--- src/rtl/hc_sr04.sv ---
// HC-SR04 ranging front end: fires the trigger pulse, times the echo in
// CLK_DIV-clock ticks and reports the width with a one-clock valid strobe.
module hc_sr04 #(
  parameter int CLK_DIV          = 500,
  parameter int TRIGGER_DURATION = 1,
  parameter int MAX_COUNT        = 3800,
  parameter int HOLDOFF          = 6000
) (
  input  logic        clk,
  input  logic        rst,
  input  logic        measure,
  input  logic        echo,
  output logic [15:0] ticks,
  output logic        valid,
  output logic        trigger
);

  localparam int              PW         = (CLK_DIV > 1) ? $clog2(CLK_DIV) : 1;
  localparam logic [PW-1:0]   PRESC_LAST = PW'(CLK_DIV - 1);
  localparam logic [15:0]     MAX_C      = 16'(MAX_COUNT);
  localparam logic [15:0]     TRIG_LAST  = 16'(TRIGGER_DURATION - 1);
  localparam logic [15:0]     HOLD_LAST  = 16'(HOLDOFF - 1);

  typedef enum logic [2:0] {
    S_IDLE, S_TRIGGER, S_WAIT_ECHO, S_MEASURE, S_DONE, S_HOLD
  } state_t;

  state_t          r_state, w_next;
  logic            r_echo_s1, r_echo_s2, r_echo_s3;
  logic [PW-1:0]   r_presc;
  logic [15:0]     r_cnt, r_phase_cnt, r_ticks, w_result;
  logic            r_trigger, r_valid;
  logic            w_tick, w_rise, w_fall;
  logic            w_presc_clr, w_cnt_clr, w_phase_clr;

  // NOTE: non-blocking assignments make the three flops a true shift chain;
  // blocking ones would collapse it into a single stage.
  always_ff @(posedge clk or negedge rst) begin
    if (!rst) begin
      r_echo_s1 <= 1'b0;
      r_echo_s2 <= 1'b0;
      r_echo_s3 <= 1'b0;
    end else begin
      r_echo_s1 <= echo;
      r_echo_s2 <= r_echo_s1;
      r_echo_s3 <= r_echo_s2;
    end
  end

  assign w_rise = r_echo_s2 & ~r_echo_s3;
  assign w_fall = ~r_echo_s2 & r_echo_s3;
  assign w_tick = (r_presc == PRESC_LAST);

  always_ff @(posedge clk or negedge rst) begin
    if (!rst)                     r_presc <= '0;
    else if (w_presc_clr || w_tick) r_presc <= '0;
    else                          r_presc <= r_presc + PW'(1);
  end

  // NOTE: every signal gets a default before the case so no path leaves one
  // unassigned, which would otherwise infer a latch.
  always_comb begin
    w_next      = r_state;
    w_result    = r_cnt;
    w_presc_clr = 1'b0;
    w_cnt_clr   = 1'b0;
    w_phase_clr = 1'b0;
    case (r_state)
      S_IDLE: if (measure) begin
        w_next      = S_TRIGGER;
        w_presc_clr = 1'b1;
        w_phase_clr = 1'b1;
      end
      S_TRIGGER: if (w_tick && r_phase_cnt == TRIG_LAST) begin
        w_next    = S_WAIT_ECHO;
        w_cnt_clr = 1'b1;
      end
      S_WAIT_ECHO: begin
        if (w_rise) begin
          w_next      = S_MEASURE;
          w_cnt_clr   = 1'b1;
          w_presc_clr = 1'b1;
        end else if (r_cnt == MAX_C) begin
          w_next      = S_DONE;
          w_result    = MAX_C;
          w_presc_clr = 1'b1;
        end
      end
      S_MEASURE: begin
        // A tick landing on the fall edge belongs to the pulse, giving floor().
        if (r_cnt == MAX_C) begin
          w_next      = S_DONE;
          w_result    = MAX_C;
          w_presc_clr = 1'b1;
        end else if (w_fall) begin
          w_next      = S_DONE;
          w_result    = r_cnt + 16'(w_tick);
          w_presc_clr = 1'b1;
        end
      end
      S_DONE: begin
        w_next      = S_HOLD;
        w_phase_clr = 1'b1;
      end
      S_HOLD: if (w_tick && r_phase_cnt == HOLD_LAST) w_next = S_IDLE;
      default: w_next = S_IDLE;
    endcase
  end

  always_ff @(posedge clk or negedge rst) begin
    if (!rst) begin
      r_state     <= S_IDLE;
      r_cnt       <= '0;
      r_phase_cnt <= '0;
      r_trigger   <= 1'b0;
      r_valid     <= 1'b0;
      r_ticks     <= '0;
    end else begin
      r_state <= w_next;
      if (w_cnt_clr)
        r_cnt <= '0;
      else if (w_tick && (r_state == S_WAIT_ECHO || r_state == S_MEASURE) && r_cnt != MAX_C)
        r_cnt <= r_cnt + 16'd1;
      if (w_phase_clr)
        r_phase_cnt <= '0;
      else if (w_tick && (r_state == S_TRIGGER || r_state == S_HOLD))
        r_phase_cnt <= r_phase_cnt + 16'd1;
      r_trigger <= (w_next == S_TRIGGER);
      r_valid   <= (w_next == S_DONE);
      if (w_next == S_DONE) r_ticks <= w_result;
    end
  end

  assign ticks   = r_ticks;
  assign valid   = r_valid;
  assign trigger = r_trigger;

endmodule

--- config.mk ---
export PLATFORM = sky130hd
export DESIGN_NAME = hc_sr04
export DESIGN_NICKNAME = d
export VERILOG_FILES = /design/src/rtl/hc_sr04.sv
export SDC_FILE = /design/constraint.sdc
export NUM_CORES = 1
export LEC_CHECK = 0
export CORE_ASPECT_RATIO = 1.2
export CORE_MARGIN = 2
export CORE_UTILIZATION = 45
export DETAILED_ROUTE_END_ITERATION = 12
export PLACE_DENSITY_LB_ADDON = 0.05
export SETUP_SLACK_MARGIN = 0.02
export SLEW_MARGIN = 0
export SYNTH_ARGS = -nofsm -noshare
export SYNTH_HDL_FRONTEND = slang
export SYNTH_SLANG_ARGS = --single-unit
--- constraint.sdc ---
create_clock -name clk -period 4.41 [get_ports clk]
set_input_delay 1.323 -clock clk [delete_from_list [all_inputs] [get_ports clk]]
set_output_delay 1.323 -clock clk [all_outputs]
set_load 0.005 [all_outputs]
; Word level (Yosys, flattened, before mapping)
; Cells that the tools add are included.
; Widths: inputs -> output; s select.
[totals]
register_bits = 65
latchBits = 0
mem_bits_rw = 0
mem_bits_ro = 0
input_bits = 4
output_inout_bits = 18
n_memories = 0
[classes]
addsub = 4
n_mul = 0
div_mod_pow = 0
magnitude_cmp = 0
eq_ne = 11
n_shift = 0
mux = 28
bitwise = 4
reduce_logical = 12
[op_table]
columns = cell, n
row1 = $mux 16, 8
row2 = $add 16x1->16 const B, 2
row3 = $pmux 16 s2, 1
row4 = $mux 3, 7
row5 = $pmux 3 s6, 1
row6 = $add 16x1->16, 1
row7 = $eq 16x12->1 const B, 1
row8 = $eq 16x13->1 const B, 1
row9 = $logic_not 16->1, 1
row10 = $ne 16x12->1 const B, 1
row11 = $add 9x1->9 const B, 1
row12 = $eq 3x3->1 const B, 3
row13 = $eq 9x9->1 const B, 1
row14 = $mux 9, 1
row15 = $mux 1, 7
row16 = $eq 3x1->1 const B, 2
row17 = $eq 3x2->1 const B, 2
row18 = $logic_and 1x1->1, 5
row19 = $pmux 1 s2, 2
row20 = $reduce_bool 2->1, 2
row21 = $logic_not 3->1, 1
row22 = $logic_or 1x1->1, 3
row23 = $pmux 1 s3, 1
row24 = $and 1x1->1, 2
row25 = $not 1->1, 2

; Longest topological paths before layout
[logic_depth]
ltp_word = 7
mapped_depth = 12
mapped_depth_nobuf = 11

; Least setup slack after synthesis
; Ideal clock, no wire load.
[synth_path]
path_kind = register to register
start = register r_presc[0]
end = register r_ticks[14], in the netlist ticks[14]
arrival_ns = 2.394
required_time_ns = 4.277
path_slack_ns = 1.882
path_stages_with_launch = 13
period_less_slack_ns = 2.528
cell_sequence = dfrtp_1 > ha_1 > nand4bb_4 > or2_1 > buf_2 > inv_1 > ha_1 > ha_1 > nand3_1 > or4_1 > nor3_1 > xnor2_1 > o21ai_0
[synth_between]
elab_chain_len = 5
[synth_rtl]
columns = item, line_no
row1 = from (decl), 30  ; logic [PW-1:0] r_presc;
row2 = from (signal assigned), 57  ; else r_presc <= r_presc + PW'(1);
row3 = $eq 9x9->1 *, 52  ; assign w_tick = (r_presc == PRESC_LAST);
row4 = $add 16x1->16 (tied with other cells), 97  ; w_result = r_cnt + 16'(w_tick);
row5 = $mux 16 (tied with other cells), 95  ; end else if (w_fall) begin
row6 = $mux 16 or $pmux 3 s6 (tied branches), "91, 68"
row7 = $pmux 16 s2 or $eq 3x3->1 (tied branches), "68, 130"
row8 = to (signal assigned), 130  ; if (w_next == S_DONE) r_ticks <= w_result;
row9 = to (decl), 31  ; logic [15:0] r_cnt, r_phase_cnt, r_ticks, w_result;
; Mark *: on every way between the ends. The rest lies on a longest branch, timed or not.
; A chain may end at the register's enable or synchronous reset.

; Final worst setup path
; Ends and elaborated chain as after synthesis.

==> reports/metrics.yaml <==
status: "complete, no violations"
crit_type: "reg -> reg"
place_hpwl_um: 5460
post-route-period-util: 0.625
ys_warn_count: 0
critical-path-top-delay-family: "simple AND/OR/NAND/NOR gates"
synth_top_family_by_area: "simple AND/OR/NAND/NOR gates"
synth_nets: 375
worst_hold_path.num_cells: 0
synth_edf_count: 0
critPathMaxStageDelay_ns: 0.49
worstSetupStartpointType: "flop"
diodes: 0
placed_cells: 459
core_area_um2: 7580
grt_max_degree: 34
wl_per_cell_um: 16.0
hp-class: "reg -> reg"
min_from: "r_echo_s1"
leakagePower_nw: 1.64
critPathRequiredTime_ns: 4.59
slew_headroom: 0.236
clkTransAtPathRegs_ns: 0.07
r2r-end: "ticks[14]"
async_reset_ff_frac: 1.00
io_buffers: 21
synth_ff_type: "dfrtp_1"
cp.depth: 11
placed_cell_area_um2: 3710
crit_buf_inv: 1
cts_buffers: 9
path_common_cell: "ha_1"
hold_viol: 0
placementRows: 35
grt_pass1_wl_um: 12800
ys_ff_latch: 65
worst-r2r-cell-count: 11
cts_setup_buffers: 0
area_growth_pct: 13.7
hold_end: "r_echo_s2"
synth_compound_area_frac: 0.103
nets: 390
synth_cell_types: 49
post-place-ws_ns: 1.62
cts_tree: "done"
rsz0062_at_grt: "false"
ys_seq_area_frac: 0.469
drt-total-wl_um: 7600
synth_xor_area_frac: 0.0961
die_h_um: 100
cts_root_buf: "clkbuf_8"
synthMuxAreaShare: 0.0119
fin_worst_skew_ns: 0.0108
clockBufferDepth: 2
vdd.ir_drop.worst_v: 0.000213
clock_latency_ns: 0.35
synth-simple-area-share: 0.250
postLayoutCellArea_um2: 3940
antenna_found_initial: 0
syn_area_um2: 3460
cts_max_level: 3
place.gp.congestion: 0.808
drt_first_pass_iters: 4
crit_slowest_cell: "or4_1"
overflow: 0
holdBufCountCts: 0
drc_errors: 0
cap_violations: 0
start_util: 0.457
vias: 2616
dieArea_um2: 8420
drive_above_1_share: 0.0757
worstPathCellList: "ha_1, nand4bb_4, or2_1, inv_1, ha_1, ha_1, nand3_1, or4_1, nor3_1, xnor2_1, o21ai_0"
finalSetupViolCount: 0
worst_slew_pin_slew_ns: 1.14
fin_crit_ns: 2.76
netlist_instances: 363
r2r-start: "r_presc[0]"
r2r_setup_slack_ns: 1.65
slew_violations: 0
synthAdderAreaFrac: 0.0289
cts_sinks: 65
drt-initial-drc-count: 60
ant_nets: 0
ctsResizeCount: 0
fin_cells: 475
grt_util_all_layers: 0.195
die-width_um: 84.1
syn-mean-instance-area_um2: 9.54
p_per_area_nw_per_um2: 305
path_max_fanout: 6
fin_util: 0.520
end_kind: "flop"
grt_pass1_vias: 2645
io_pins: 22
tns_ns: 0
crit_arrival_ns: 2.94
clock.fmax_mhz: 363
viasPerCell: 5.51
timing.final.ws_setup_ns: 1.65
[registers in the layout, summed over array words and instances, names as in the netlist]
signal and count:
r_presc 9, ticks 16, r_echo_s2 1, r_echo_s3 1, valid 1, r_phase_cnt 16, r_cnt 16, trigger 1
r_state 3, r_echo_s1 1
[Yosys cell counts (2+ instances only)]
cell,n,share of area
a21oi_1,11,0.016
inv_1,14,0.015
o31ai_1,3,0.0065
nor3_1,14,0.020
nor4_1,7,0.013
nand2_1,30,0.033
or4_4,2,0.0065
and3_1,3,0.0054
nand4_1,8,0.014
o211ai_1,4,0.0087
ha_1,8,0.029
buf_2,9,0.013
xor2_1,11,0.028
dfrtp_1,65,0.47
mux2i_1,3,0.0087
clkbuf_1,6,0.0065
nand3_1,16,0.023
nand2b_1,5,0.0090
o21ai_0,16,0.023
a32o_1,4,0.012
xnor2_1,27,0.068
or4_1,8,0.017
a31oi_1,2,0.0036
o21a_1,3,0.0065
or3_1,7,0.013
a2bb2oi_1,2,0.0051
nor2_1,50,0.054
nand4_2,2,0.0072
and4_1,2,0.0051
and2_1,2,0.0036
[metrics by stage]
stage | power, mW | hold WS (ns)
floorplan | 0.612 | 0.331
global placement | 0.629 | 0.336
detailed placement | 0.629 | 0.351
CTS | 1.22 | 0.360
global route | 1.24 | 0.373
finish | 1.20 | 0.350
[metal layers]
metal	vias up	global-route usage	part of all wire
met5	-	0	0
met4	0	0.0918	0.024
met3	14	0.0395	0.018
met2	30	0.356	0.53
met1	1274	0.217	0.43
li1	1298	-	-
[layout by cell type, fill, tap and decap left out, types with 2 or more instances in the layout]
cell | netlist | routed
nand2_1 | 30 | 30
a32o_1 | 4 | 4
ha_1 | 8 | 8
xnor2_1 | 27 | 27
xor2_1 | 11 | 11
or3_1 | 7 | 7
nor3_1 | 14 | 14
nand2b_1 | 5 | 5
nand3_1 | 16 | 16
clkinv_2 | 0 | 2
or4_1 | 8 | 8
o21a_1 | 3 | 3
and2_1 | 2 | 2
or4_4 | 2 | 2
dfrtp_1 | 65 | 65
o21ai_0 | 16 | 16
o31ai_1 | 3 | 3
a2bb2oi_1 | 2 | 2
bufinv_16 | 0 | 2
nor4_1 | 7 | 7
clkdlybuf4s50_1 | 0 | 20
clkbuf_8 | 0 | 11
a21oi_1 | 11 | 11
nor2_1 | 50 | 50
and3_1 | 3 | 3
mux2i_1 | 3 | 3
nand4_2 | 2 | 2
inv_1 | 14 | 14
and4_1 | 2 | 2
o211ai_1 | 4 | 4
nand4_1 | 8 | 8
[how the worst max path moves through the flow]
| stage | startpoint | endpoint | slack, ns |
|---|---|---|---|
| floorplan | r_presc[0] | ticks[14] | 1.88 |
| global placement | measure | r_presc[8] | 1.62 |
| detailed placement | measure | r_presc[4] | 1.62 |
| CTS | r_presc[0] | ticks[14] | 1.64 |
| global route | r_presc[0] | ticks[14] | 1.47 |
| finish | r_presc[0] | ticks[14] | 1.65 |
[where the power goes]
part	switching [mW]	leakage (nW)	total (mW)	internal (mW)
clock	0.237	0.115	0.584	0.347
combinational	0.0138	0.729	0.0175	0.00366
sequential	0.00131	0.798	0.599	0.597
[area by class of cell]
type                    count  area (um^2)
fillers                   712         3640
multi-input cells         266         1700
flip-flops and latches     65         1630
repair buffers             22          213
clock buffers              11          151
well taps                  92          115
clock inverters             5         77.6
inverters                  14         52.6
[kinds of logic after synthesis]
| family | after synthesis |
|---|---|
| simple gates | 164 |
| flops | 65 |
| mux | 4 |
| fa+ha+maj | 8 |
| xor+xnor | 38 |
| compound gates | 52 |
| buf+inv | 32 |
Note: power is estimated with default switching activity, not from simulation.
